**config.mk**
```make
export PLATFORM = sky130hd
export DESIGN_NAME = xillylite_gpio_bank
export DESIGN_NICKNAME = d
export VERILOG_FILES = /design/src/rtl/xillylite_gpio_pkg.sv /design/src/rtl/xillylite_gpio_bank_sync_edge.sv /design/src/rtl/xillylite_gpio_bank.sv
export SDC_FILE = /design/constraint.sdc
export NUM_CORES = 1
export LEC_CHECK = 0
export ABC_AREA = 1
export CAP_MARGIN = 20
export CORE_MARGIN = 5
export CORE_UTILIZATION = 25
export DETAILED_ROUTE_END_ITERATION = 7
export PLACE_DENSITY = 0.54
export SYNTH_ARGS = -nofsm -noshare
export SYNTH_HDL_FRONTEND = slang
export SYNTH_HIERARCHICAL = 1
export SYNTH_SLANG_ARGS = --single-unit
```
**constraint.sdc**
```tcl
create_clock -name user_clk -period 3.5 [get_ports user_clk]
set_input_delay 0.875 -clock user_clk [delete_from_list [all_inputs] [get_ports user_clk]]
set_output_delay 0.875 -clock user_clk [all_outputs]
set_load 0.02 [all_outputs]
```
**src/rtl/xillylite_gpio_pkg.sv**
```systemverilog
// Register map constants and sizing helpers shared by the Xillybus Lite GPIO bank.
package xillylite_gpio_pkg;

  localparam int unsigned OFS_IN      = 32'h00;
  localparam int unsigned OFS_OUT     = 32'h04;
  localparam int unsigned OFS_DIR     = 32'h08;
  localparam int unsigned OFS_RISE_EN = 32'h0C;
  localparam int unsigned OFS_FALL_EN = 32'h10;
  localparam int unsigned OFS_STATUS  = 32'h14;
  localparam int unsigned OFS_SET     = 32'h18;
  localparam int unsigned OFS_CLR     = 32'h1C;
  localparam int unsigned BANK_STRIDE = 32'h20;
  localparam int unsigned OFS_CTRL    = 32'h100;
  localparam int unsigned OFS_INFO    = 32'h104;

  // Word index of each register inside a bank.
  typedef enum logic [2:0] {
    REG_IN      = 3'(OFS_IN / 4),
    REG_OUT     = 3'(OFS_OUT / 4),
    REG_DIR     = 3'(OFS_DIR / 4),
    REG_RISE_EN = 3'(OFS_RISE_EN / 4),
    REG_FALL_EN = 3'(OFS_FALL_EN / 4),
    REG_STATUS  = 3'(OFS_STATUS / 4),
    REG_SET     = 3'(OFS_SET / 4),
    REG_CLR     = 3'(OFS_CLR / 4)
  } bank_reg_e;

  function automatic int unsigned num_banks(input int unsigned pins);
    return (pins + 31) / 32;
  endfunction

endpackage

```
**src/rtl/xillylite_gpio_bank_sync_edge.sv**
```systemverilog
// Multi-stage input synchroniser with a previous-sample flop for edge detection.
module gpio_sync_edge #(
  parameter int unsigned WIDTH  = 32,
  parameter int unsigned STAGES = 2
) (
  input  logic             clk,
  input  logic             rst_n,
  input  logic [WIDTH-1:0] din,
  output logic [WIDTH-1:0] sync,
  output logic [WIDTH-1:0] rise,
  output logic [WIDTH-1:0] fall
);

  logic [STAGES-1:0][WIDTH-1:0] stage_q, stage_d;
  logic [WIDTH-1:0]             prev_q, prev_d;

  always_comb begin
    stage_d[0] = din;
    for (int unsigned i = 1; i < STAGES; i++) stage_d[i] = stage_q[i-1];
    prev_d = stage_q[STAGES-1];
  end

  always_ff @(posedge clk or negedge rst_n) begin
    if (!rst_n) begin
      stage_q <= '0;
      prev_q  <= '0;
    end else begin
      stage_q <= stage_d;
      prev_q  <= prev_d;
    end
  end

  assign sync = stage_q[STAGES-1];
  assign rise = sync & ~prev_q;
  assign fall = ~sync & prev_q;

endmodule

```
**src/rtl/xillylite_gpio_bank.sv**
```systemverilog
// N-pin GPIO controller on the Xillybus Lite user port: direction, set/clear,
// synchronised inputs and W1C edge interrupts.
module xillylite_gpio_bank
  import xillylite_gpio_pkg::*;
#(
  parameter int unsigned NUM_PINS    = 54,
  parameter int unsigned SYNC_STAGES = 2,
  parameter int unsigned ADDR_WIDTH  = 32
) (
  input  logic                  user_clk,
  input  logic                  user_rst_n,
  input  logic                  user_wren,
  input  logic [3:0]            user_wstrb,
  input  logic                  user_rden,
  input  logic [ADDR_WIDTH-1:0] user_addr,
  input  logic [31:0]           user_wr_data,
  output logic [31:0]           user_rd_data,
  output logic                  user_irq,
  input  logic [NUM_PINS-1:0]   gpio_i,
  output logic [NUM_PINS-1:0]   gpio_o,
  output logic [NUM_PINS-1:0]   gpio_t
);

  localparam int unsigned NB        = num_banks(NUM_PINS);
  localparam logic [2:0]  PRIME_MAX = 3'(SYNC_STAGES + 1);

  logic [NUM_PINS-1:0] out_q, out_d, dir_q, dir_d;
  logic [NUM_PINS-1:0] rise_en_q, rise_en_d, fall_en_q, fall_en_d;
  logic [NUM_PINS-1:0] status_q, status_d;
  logic                ctrl_q, ctrl_d, irq_q, irq_d;
  logic [31:0]         rd_data_q, rd_data_d;
  logic [2:0]          prime_q, prime_d;

  logic [NUM_PINS-1:0] sync_v, rise_v, fall_v, edge_set;
  logic [ADDR_WIDTH-1:0] addr_w;
  logic                bank_hit, ctrl_hit, info_hit, primed, unused_addr;
  logic [1:0]          bank_sel;
  bank_reg_e           reg_sel;
  logic [31:0]         bmask, rdata;

  for (genvar b = 0; b < NB; b++) begin : g_bank
    localparam int unsigned LO = b * 32;
    localparam int unsigned W  = (NUM_PINS - LO > 32) ? 32 : NUM_PINS - LO;
    gpio_sync_edge #(.WIDTH(W), .STAGES(SYNC_STAGES)) u_sync (
      .clk   (user_clk),
      .rst_n (user_rst_n),
      .din   (gpio_i[LO +: W]),
      .sync  (sync_v[LO +: W]),
      .rise  (rise_v[LO +: W]),
      .fall  (fall_v[LO +: W])
    );
  end

  assign addr_w      = {user_addr[ADDR_WIDTH-1:2], 2'b00};
  assign unused_addr = ^user_addr[1:0];
  assign bank_hit    = addr_w < ADDR_WIDTH'(NB * BANK_STRIDE);
  assign ctrl_hit    = addr_w == ADDR_WIDTH'(OFS_CTRL);
  assign info_hit    = addr_w == ADDR_WIDTH'(OFS_INFO);
  assign bank_sel    = addr_w[6:5];
  assign reg_sel     = bank_reg_e'(addr_w[4:2]);
  assign bmask       = {{8{user_wstrb[3]}}, {8{user_wstrb[2]}}, {8{user_wstrb[1]}}, {8{user_wstrb[0]}}};

  // Edges stay masked until the synchroniser has flushed its reset value.
  assign primed   = prime_q == PRIME_MAX;
  assign edge_set = primed ? ((rise_v & rise_en_q) | (fall_v & fall_en_q)) : '0;

  always_comb begin
    out_d     = out_q;
    dir_d     = dir_q;
    rise_en_d = rise_en_q;
    fall_en_d = fall_en_q;
    status_d  = status_q;
    ctrl_d    = ctrl_q;
    if (user_wren && bank_hit) begin
      for (int unsigned p = 0; p < NUM_PINS; p++) begin
        if (bank_sel == 2'(p >> 5) && bmask[5'(p)]) begin
          case (reg_sel)
            REG_OUT:     out_d[p]     = user_wr_data[5'(p)];
            REG_DIR:     dir_d[p]     = user_wr_data[5'(p)];
            REG_RISE_EN: rise_en_d[p] = user_wr_data[5'(p)];
            REG_FALL_EN: fall_en_d[p] = user_wr_data[5'(p)];
            REG_STATUS:  if (user_wr_data[5'(p)]) status_d[p] = 1'b0;
            REG_SET:     if (user_wr_data[5'(p)]) out_d[p] = 1'b1;
            REG_CLR:     if (user_wr_data[5'(p)]) out_d[p] = 1'b0;
            default:     ;
          endcase
        end
      end
    end
    // Applied after the W1C so a same-cycle edge keeps the bit set.
    status_d = status_d | edge_set;
    if (user_wren && ctrl_hit && user_wstrb[0]) ctrl_d = user_wr_data[0];
    irq_d   = ctrl_q & (|status_q);
    prime_d = primed ? prime_q : prime_q + 3'd1;
  end

  always_comb begin
    rdata = '0;
    if (bank_hit) begin
      for (int unsigned p = 0; p < NUM_PINS; p++) begin
        if (bank_sel == 2'(p >> 5)) begin
          case (reg_sel)
            REG_IN:      rdata[5'(p)] = sync_v[p];
            REG_OUT:     rdata[5'(p)] = out_q[p];
            REG_DIR:     rdata[5'(p)] = dir_q[p];
            REG_RISE_EN: rdata[5'(p)] = rise_en_q[p];
            REG_FALL_EN: rdata[5'(p)] = fall_en_q[p];
            REG_STATUS:  rdata[5'(p)] = status_q[p];
            default:     ;
          endcase
        end
      end
    end else if (ctrl_hit) begin
      rdata = {31'd0, ctrl_q};
    end else if (info_hit) begin
      rdata = {8'd0, 8'(SYNC_STAGES), 8'(NB), 8'(NUM_PINS)};
    end
    rd_data_d = user_rden ? rdata : rd_data_q;
  end

  always_ff @(posedge user_clk or negedge user_rst_n) begin
    if (!user_rst_n) begin
      out_q     <= '0;
      dir_q     <= '0;
      rise_en_q <= '0;
      fall_en_q <= '0;
      status_q  <= '0;
      ctrl_q    <= 1'b0;
      irq_q     <= 1'b0;
      rd_data_q <= '0;
      prime_q   <= '0;
    end else begin
      out_q     <= out_d;
      dir_q     <= dir_d;
      rise_en_q <= rise_en_d;
      fall_en_q <= fall_en_d;
      status_q  <= status_d;
      ctrl_q    <= ctrl_d;
      irq_q     <= irq_d;
      rd_data_q <= rd_data_d;
      prime_q   <= prime_d;
    end
  end

  assign gpio_o       = out_q;
  assign gpio_t       = ~dir_q;
  assign user_irq     = irq_q;
  assign user_rd_data = rd_data_q;

endmodule
```
Word level (Yosys, flattened, before mapping)
Cells that the tools add are included.

storage, ports and cells
  register bits after elaboration = 469
  bits in latches = 0
  memory bits (writable) = 0
  memory bits (read-only) = 0
  input port bits = 126
  output and inout port bits = 141
  word-level logic and storage cells = 637
  memories = 0

operators by class
  add/subtract/negate cells = 1
  multipliers = 0
  divide/modulo/power cells = 0
  $lt $le $gt $ge = 1
  equality and inequality tests = 75
  shifts and indexed selects = 0
  mux-type cells = 371
  bitwise operators = 14
  reductions and logical operators = 89

operators with widths
  operator                                                                       number
  1-bit one-hot mux with 6 select lines                                          54
  1-bit 2-to-1 mux                                                               280
  5-bit AND reduction                                                            54
  2-bit != test, second input constant                                           64
  54-bit AND                                                                     2
  54-bit 2-to-1 mux                                                              2
  54-bit OR                                                                      2
  1-bit one-hot mux with 3 select lines                                          32
  32-bit AND                                                                     2
  32-bit NOT                                                                     2
  3-bit AND reduction                                                            21
  30-bit by 7-bit == test with 1-bit output, second input constant               2
  54-bit NOT                                                                     1
  54-bit OR reduction                                                            1
  22-bit AND                                                                     2
  22-bit NOT                                                                     2
  18-bit 2-to-1 mux                                                              2
  32-bit by 7-bit less-than comparator with 1-bit output, second input constant  1
  32-bit 2-to-1 mux                                                              1
  3-bit == test, second input constant                                           4
  1-bit logical AND                                                              10
  3-bit by 2-bit == test with 1-bit output, second input constant                3
  3-bit by 1-bit adder with 3-bit output, second input constant                  1
  3-bit by 1-bit == test with 1-bit output, second input constant                1
  other kinds (5)                                                                5

Logic depth before layout (Yosys ltp)
  depth after elaboration = 6
  gate-level depth with buffers = 13
  gate-level depth less buffers = 11

By module
Netlist, hierarchy kept.

modules (own cells, without submodules)
  module                             times used  cells each  area an instance (um^2)  seq. area each (um^2)
  xillylite_gpio_bank                1           2,280       16,776.1                 7,682.4
  gpio_sync_edge (g_bank[0].u_sync)  1           224         2,882.8                  2,402.3
  gpio_sync_edge (g_bank[1].u_sync)  1           154         1,981.9                  1,651.6

Worst setup path before layout
No wires, ideal clock.

  path type = input port to flip-flop
  start = input user_addr[2]
  end = register fall_en_q[50]
  library setup time = 0.130 ns
  arrival = 2.137 ns
  path slack = 1.233 ns
  stages = 10
  buffers on the path = 4
  cell sequence = buf_4 > nor2_4 > nand2_1 > inv_2 > buf_2 > buf_4 > nand2_1 > clkbuf_1 > nand2_1 > o21ai_1

on the way
  longest elaborated chain between the ends = 3
  elaborated cells between the ends (all ways) = 4

ends and longest elaborated chain
  what                                                    line                        text
  start: declaration                                      xillylite_gpio_bank.sv:15   input logic [ADDR_WIDTH-1:0] user_addr,
  32-bit by 7-bit less-than comparator with 1-bit output  xillylite_gpio_bank.sv:56   assign bank_hit = addr_w < ADDR_WIDTH'(NB * BANK_STRIDE);
  1-bit logical AND                                       xillylite_gpio_bank.sv:74   if (user_wren && bank_hit) begin
  3-bit AND reduction (no source line) *                  n/a
  end signal: assignment                                  xillylite_gpio_bank.sv:136  fall_en_q <= fall_en_d;
  end: declaration                                        xillylite_gpio_bank.sv:28   logic [NUM_PINS-1:0] rise_en_q, rise_en_d, fall_en_q, fall_en_d;

Every way passes the cells marked *; elsewhere a longest branch is shown, timed or not.
A chain may end at the register's enable or synchronous reset.

Final worst setup path
  start = input user_addr[4]
  end = register rise_en_q[3]

on the way
  longest elaborated chain between the ends = 3
  elaborated cells between the ends (all ways) = 4

ends and longest elaborated chain
  what                                                    line                        text
  32-bit by 7-bit less-than comparator with 1-bit output  xillylite_gpio_bank.sv:56
  1-bit logical AND                                       xillylite_gpio_bank.sv:74
  3-bit AND reduction (no source line) *                  n/a
  end signal: assignment                                  xillylite_gpio_bank.sv:135  rise_en_q <= rise_en_d;
  end: declaration                                        xillylite_gpio_bank.sv:28

Marks and branches as above.

==> flow_metrics.py <==
metrics = {
    "critical_path": {
        "startpoint_type": "input pin",
        "r2r_slack_ns": 1.60,
        "required_ns": 4.01,
        "end_kind": "flip-flop",
        "r2r-start": "status_q[31]",
        "crit_path_start": "user_addr[4]",
        "critPathArrivalTime_ns": 3.30,
        "setup.worst_path.class": "in2reg",
        "cp_max_fo": 33,
    },
    "yosys": {
        "ys_seq_elements": 469,
        "synth_nets": 2786,
        "synth.avg_cell_area_um2": 8.14,
        "synth_top_area_frac": 0.542,
        "synth-async-reset-ratio": 1.00,
        "synth_cells": 2658,
        "ys_warn_count": 6,
        "synth_area_leaders": "dfrtp_1, nand2_1, inv_1",
        "synth_area_um2": 21600,
        "ys_types": 35,
        "synth_edf_count": 0,
        "yosysSeqAreaShare": 0.542,
        "synth_area_leader_cell": "dfrtp_1",
        "synth_top_flop_cell": "dfrtp_1",
    },
    "cts": {
        "clk_pin_slew_worst_paths_ns": 0.06,
        "cts_buffers": 54,
        "cts_tree": "done",
        "cts.sinks": 469,
        "ctsHoldBuffers": 0,
        "cts_resized": 0,
        "clockBufferDepth": 3,
        "root_buffer": "clkbuf_16",
        "post_cts_buffers": 0,
        "ctsHtreeMaxLevel": 2,
        "worstSkewPairLatency_ns": 0.61,
    },
    "floorplan": {
        "initial_core_util": 0.251,
        "rows": 108,
        "io_pins": 267,
        "die_h_um": 304,
        "die_x_um": 304,
        "core_um2": 86300,
        "die_area_um2": 92500,
    },
    "sta": {
        "maxSlewHeadroom": 0.460,
        "min_period_ns": 2.79,
        "worst_pin_slew_ns": 0.810,
        "finalCritPeriodShare": 0.797,
        "clock_skew_ns": 0.0331,
        "fin_setup_tns_ns": 0,
        "finalSetupViolCount": 0,
        "fmax_mhz": 358,
        "rsz0062_at_grt": "false",
        "slew_viol_final": 0,
        "hold_viol_final": 0,
        "holdWs_ns": 0.221,
    },
    "placed_design": {
        "gp_congestion": 0.827,
        "dp_hpwl_um": 57700,
        "portBuffers": 264,
    },
    "grt": {
        "grt_max_degree": 86,
        "grt_pass1_vias": 18564,
        "antenna_found_initial": 11,
        "grt_pass1_wl_um": 123000,
        "grt.overflow.total": 0,
        "grt_util_all_layers": 0.173,
    },
    "pwr": {
        "powerDensity_nw_per_um2": 453,
        "pwr-share-clk": 0.494,
        "power.share.sequential": 0.441,
        "p_switching_mw": 2.99,
        "vdd_ir_drop_max_v": 0.000404,
        "switching_share": 0.236,
        "power.internal_mw": 9.67,
        "combPwrFrac": 0.064,
        "p_leak_nw": 12.9,
    },
    "final_layout": {
        "fin_nets": 3061,
        "num-fill-cells": 9028,
        "drive_above_1_share": 0.0675,
        "area_delta_synth_final_pct": 29.3,
    },
    "flow_run": {
        "drv_cap": 0,
    },
    "worst_hold_path": {
        "hold_path_class": "in2async",
    },
    "routing": {
        "post_drt_wl_per_cell_um": 20.0,
        "via_per_inst": 4.69,
        "wl_um": 82900,
        "dr_total_vias": 19406,
        "drt_iter0_markers": 1661,
        "ant_nets": 0,
        "drc": 0,
        "firstDrtPassIters": 5,
    },
    "outcome": {
        "outcome": "completed",
    },
}
## worst max-delay path, stage by stage
cell and delay, ns:
clkdlybuf4s50_1 0.58, inv_2 0.28, nand3_1 0.28, inv_2 0.16, buf_12 0.28, nand2_1 0.47, o21ai_0 0.34
## cells in the mapped netlist (2+ instances only)
library cell,count
nand3b_1,2
ha_1,2
a31oi_1,48
inv_2,8
inv_1,327
dfrtp_1,469
clkbuf_1,50
a22o_1,54
o21ai_0,216
buf_1,10
nand2_1,787
nor3_1,7
buf_4,11
nor2_4,4
o31ai_1,7
o21ai_1,31
o22ai_1,5
nand3_1,95
nor2_2,8
nand2_2,2
buf_2,55
nor4_1,5
nand4_1,107
a21oi_1,40
nor2_1,228
o211ai_1,57
a22oi_1,15
## metal layers
layer | share of wire | vias to the layer above | GRT usage
met5 | 0.00074 | - | 0
met2 | 0.43 | 711 | 0.259
met3 | 0.093 | 125 | 0.0539
met1 | 0.45 | 9364 | 0.242
li1 | - | 9198 | -
met4 | 0.029 | 8 | 0.0522
## flip-flops by register name, indices dropped and copies added, names as in the netlist, 54 cells and up
register,count
g_bank.u_sync/prev_q,54
rise_en_q,54
fall_en_q,54
g_bank.u_sync/stage_d,54
g_bank.u_sync/sync,54
gpio_o,54
status_q,54
dir_q,54
## placed cells by master (no fill, tap or decap), drive strengths merged
| master | Yosys | final |
|---|---|---|
| nand4 | 107 | 107 |
| and3 | 1 | 1 |
| bufinv | 0 | 11 |
| buf | 76 | 82 |
| clkbuf | 50 | 76 |
| a31oi | 48 | 48 |
| xnor2 | 1 | 1 |
| a21oi | 40 | 40 |
| clkdlybuf4s50 | 0 | 263 |
| diode | 0 | 6 |
| o22ai | 5 | 5 |
| clkinvlp | 0 | 2 |
| o31ai | 7 | 7 |
| o21ai | 247 | 247 |
| nand2 | 789 | 789 |
| a21boi | 1 | 1 |
| nor4 | 5 | 5 |
| nor3 | 7 | 7 |
| a22o | 54 | 54 |
| nor2 | 240 | 240 |
| nand3 | 96 | 96 |
| a22oi | 15 | 15 |
| o211ai | 57 | 57 |
| dfrtp | 469 | 469 |
| clkinv | 2 | 11 |
| ha | 2 | 2 |
| o2111ai | 1 | 1 |
| nand3b | 2 | 2 |
| mux2 | 1 | 1 |
| inv | 335 | 337 |
## through the flow
stage / instance area [um2] / power (mW) / setup slack, ns / cells / util
6_report: 28000 / 12.7 / 0.709 / 4138 / 0.324
5_1_grt: 28000 / 13.1 / 0.576 / 4135 / 0.324
4_1_cts: 28000 / 12.8 / 0.740 / 4132 / 0.324
3_5_place_dp: 26000 / 6.50 / 0.104 / 4032 / 0.301
3_3_place_gp: 26000 / 6.50 / 0.175 / 4032 / 0.301
2_1_floorplan: 21600 / 5.97 / 1.23 / 2658 / -
## cell type report
class / count / area, um2 / share of cell area
antenna: 6 / 15.0 / 0.000537
clock buffer: 76 / 1540 / 0.0552
clock inverter: 24 / 430 / 0.0154
inverter: 337 / 1270 / 0.0453
multi-input combinational: 1726 / 8100 / 0.289
sequential: 469 / 11700 / 0.419
tap: 1155 / 1450 / 0.0517
timing repair buffer: 345 / 3440 / 0.123
## logic make-up (layout without fill, tap and decap cells)
family / Yosys count / after routing / share of synthesized area
XOR/XNOR: 1 / 1 / 0.000405
buffers and inverters: 463 / 782 / 0.0855
other: 0 / 6 / 0
AO/OA/AOI/OAI: 475 / 475 / 0.132
flip-flops: 469 / 469 / 0.542
adder cells (fa/ha/maj): 2 / 2 / 0.00116
multiplexers: 1 / 1 / 0.000520
AND/OR/NAND/NOR: 1247 / 1247 / 0.238
## power by group through the flow
stage | combinational [mW] | sequential (mW) | clock (mW)
2_1_floorplan | 0.307 | 5.66 | 0
3_3_place_gp | 0.819 | 5.68 | 0
3_5_place_dp | 0.818 | 5.68 | 0
4_1_cts | 0.821 | 5.59 | 6.42
5_1_grt | 0.898 | 5.60 | 6.63
6_report | 0.816 | 5.59 | 6.26
## final timing paths
kind	to	cells after the start
max	rise_en_q[3]	7
min	g_bank[0].u_sync/stage_d[57]	1
max reg2reg	user_irq	6
min in group user_clk	g_bank[0].u_sync/sync[26]	0
min reg2reg	g_bank[0].u_sync/sync[26]	0
max in group asynchronous	fall_en_q[44]	2
(Power assumes the default switching activity.)
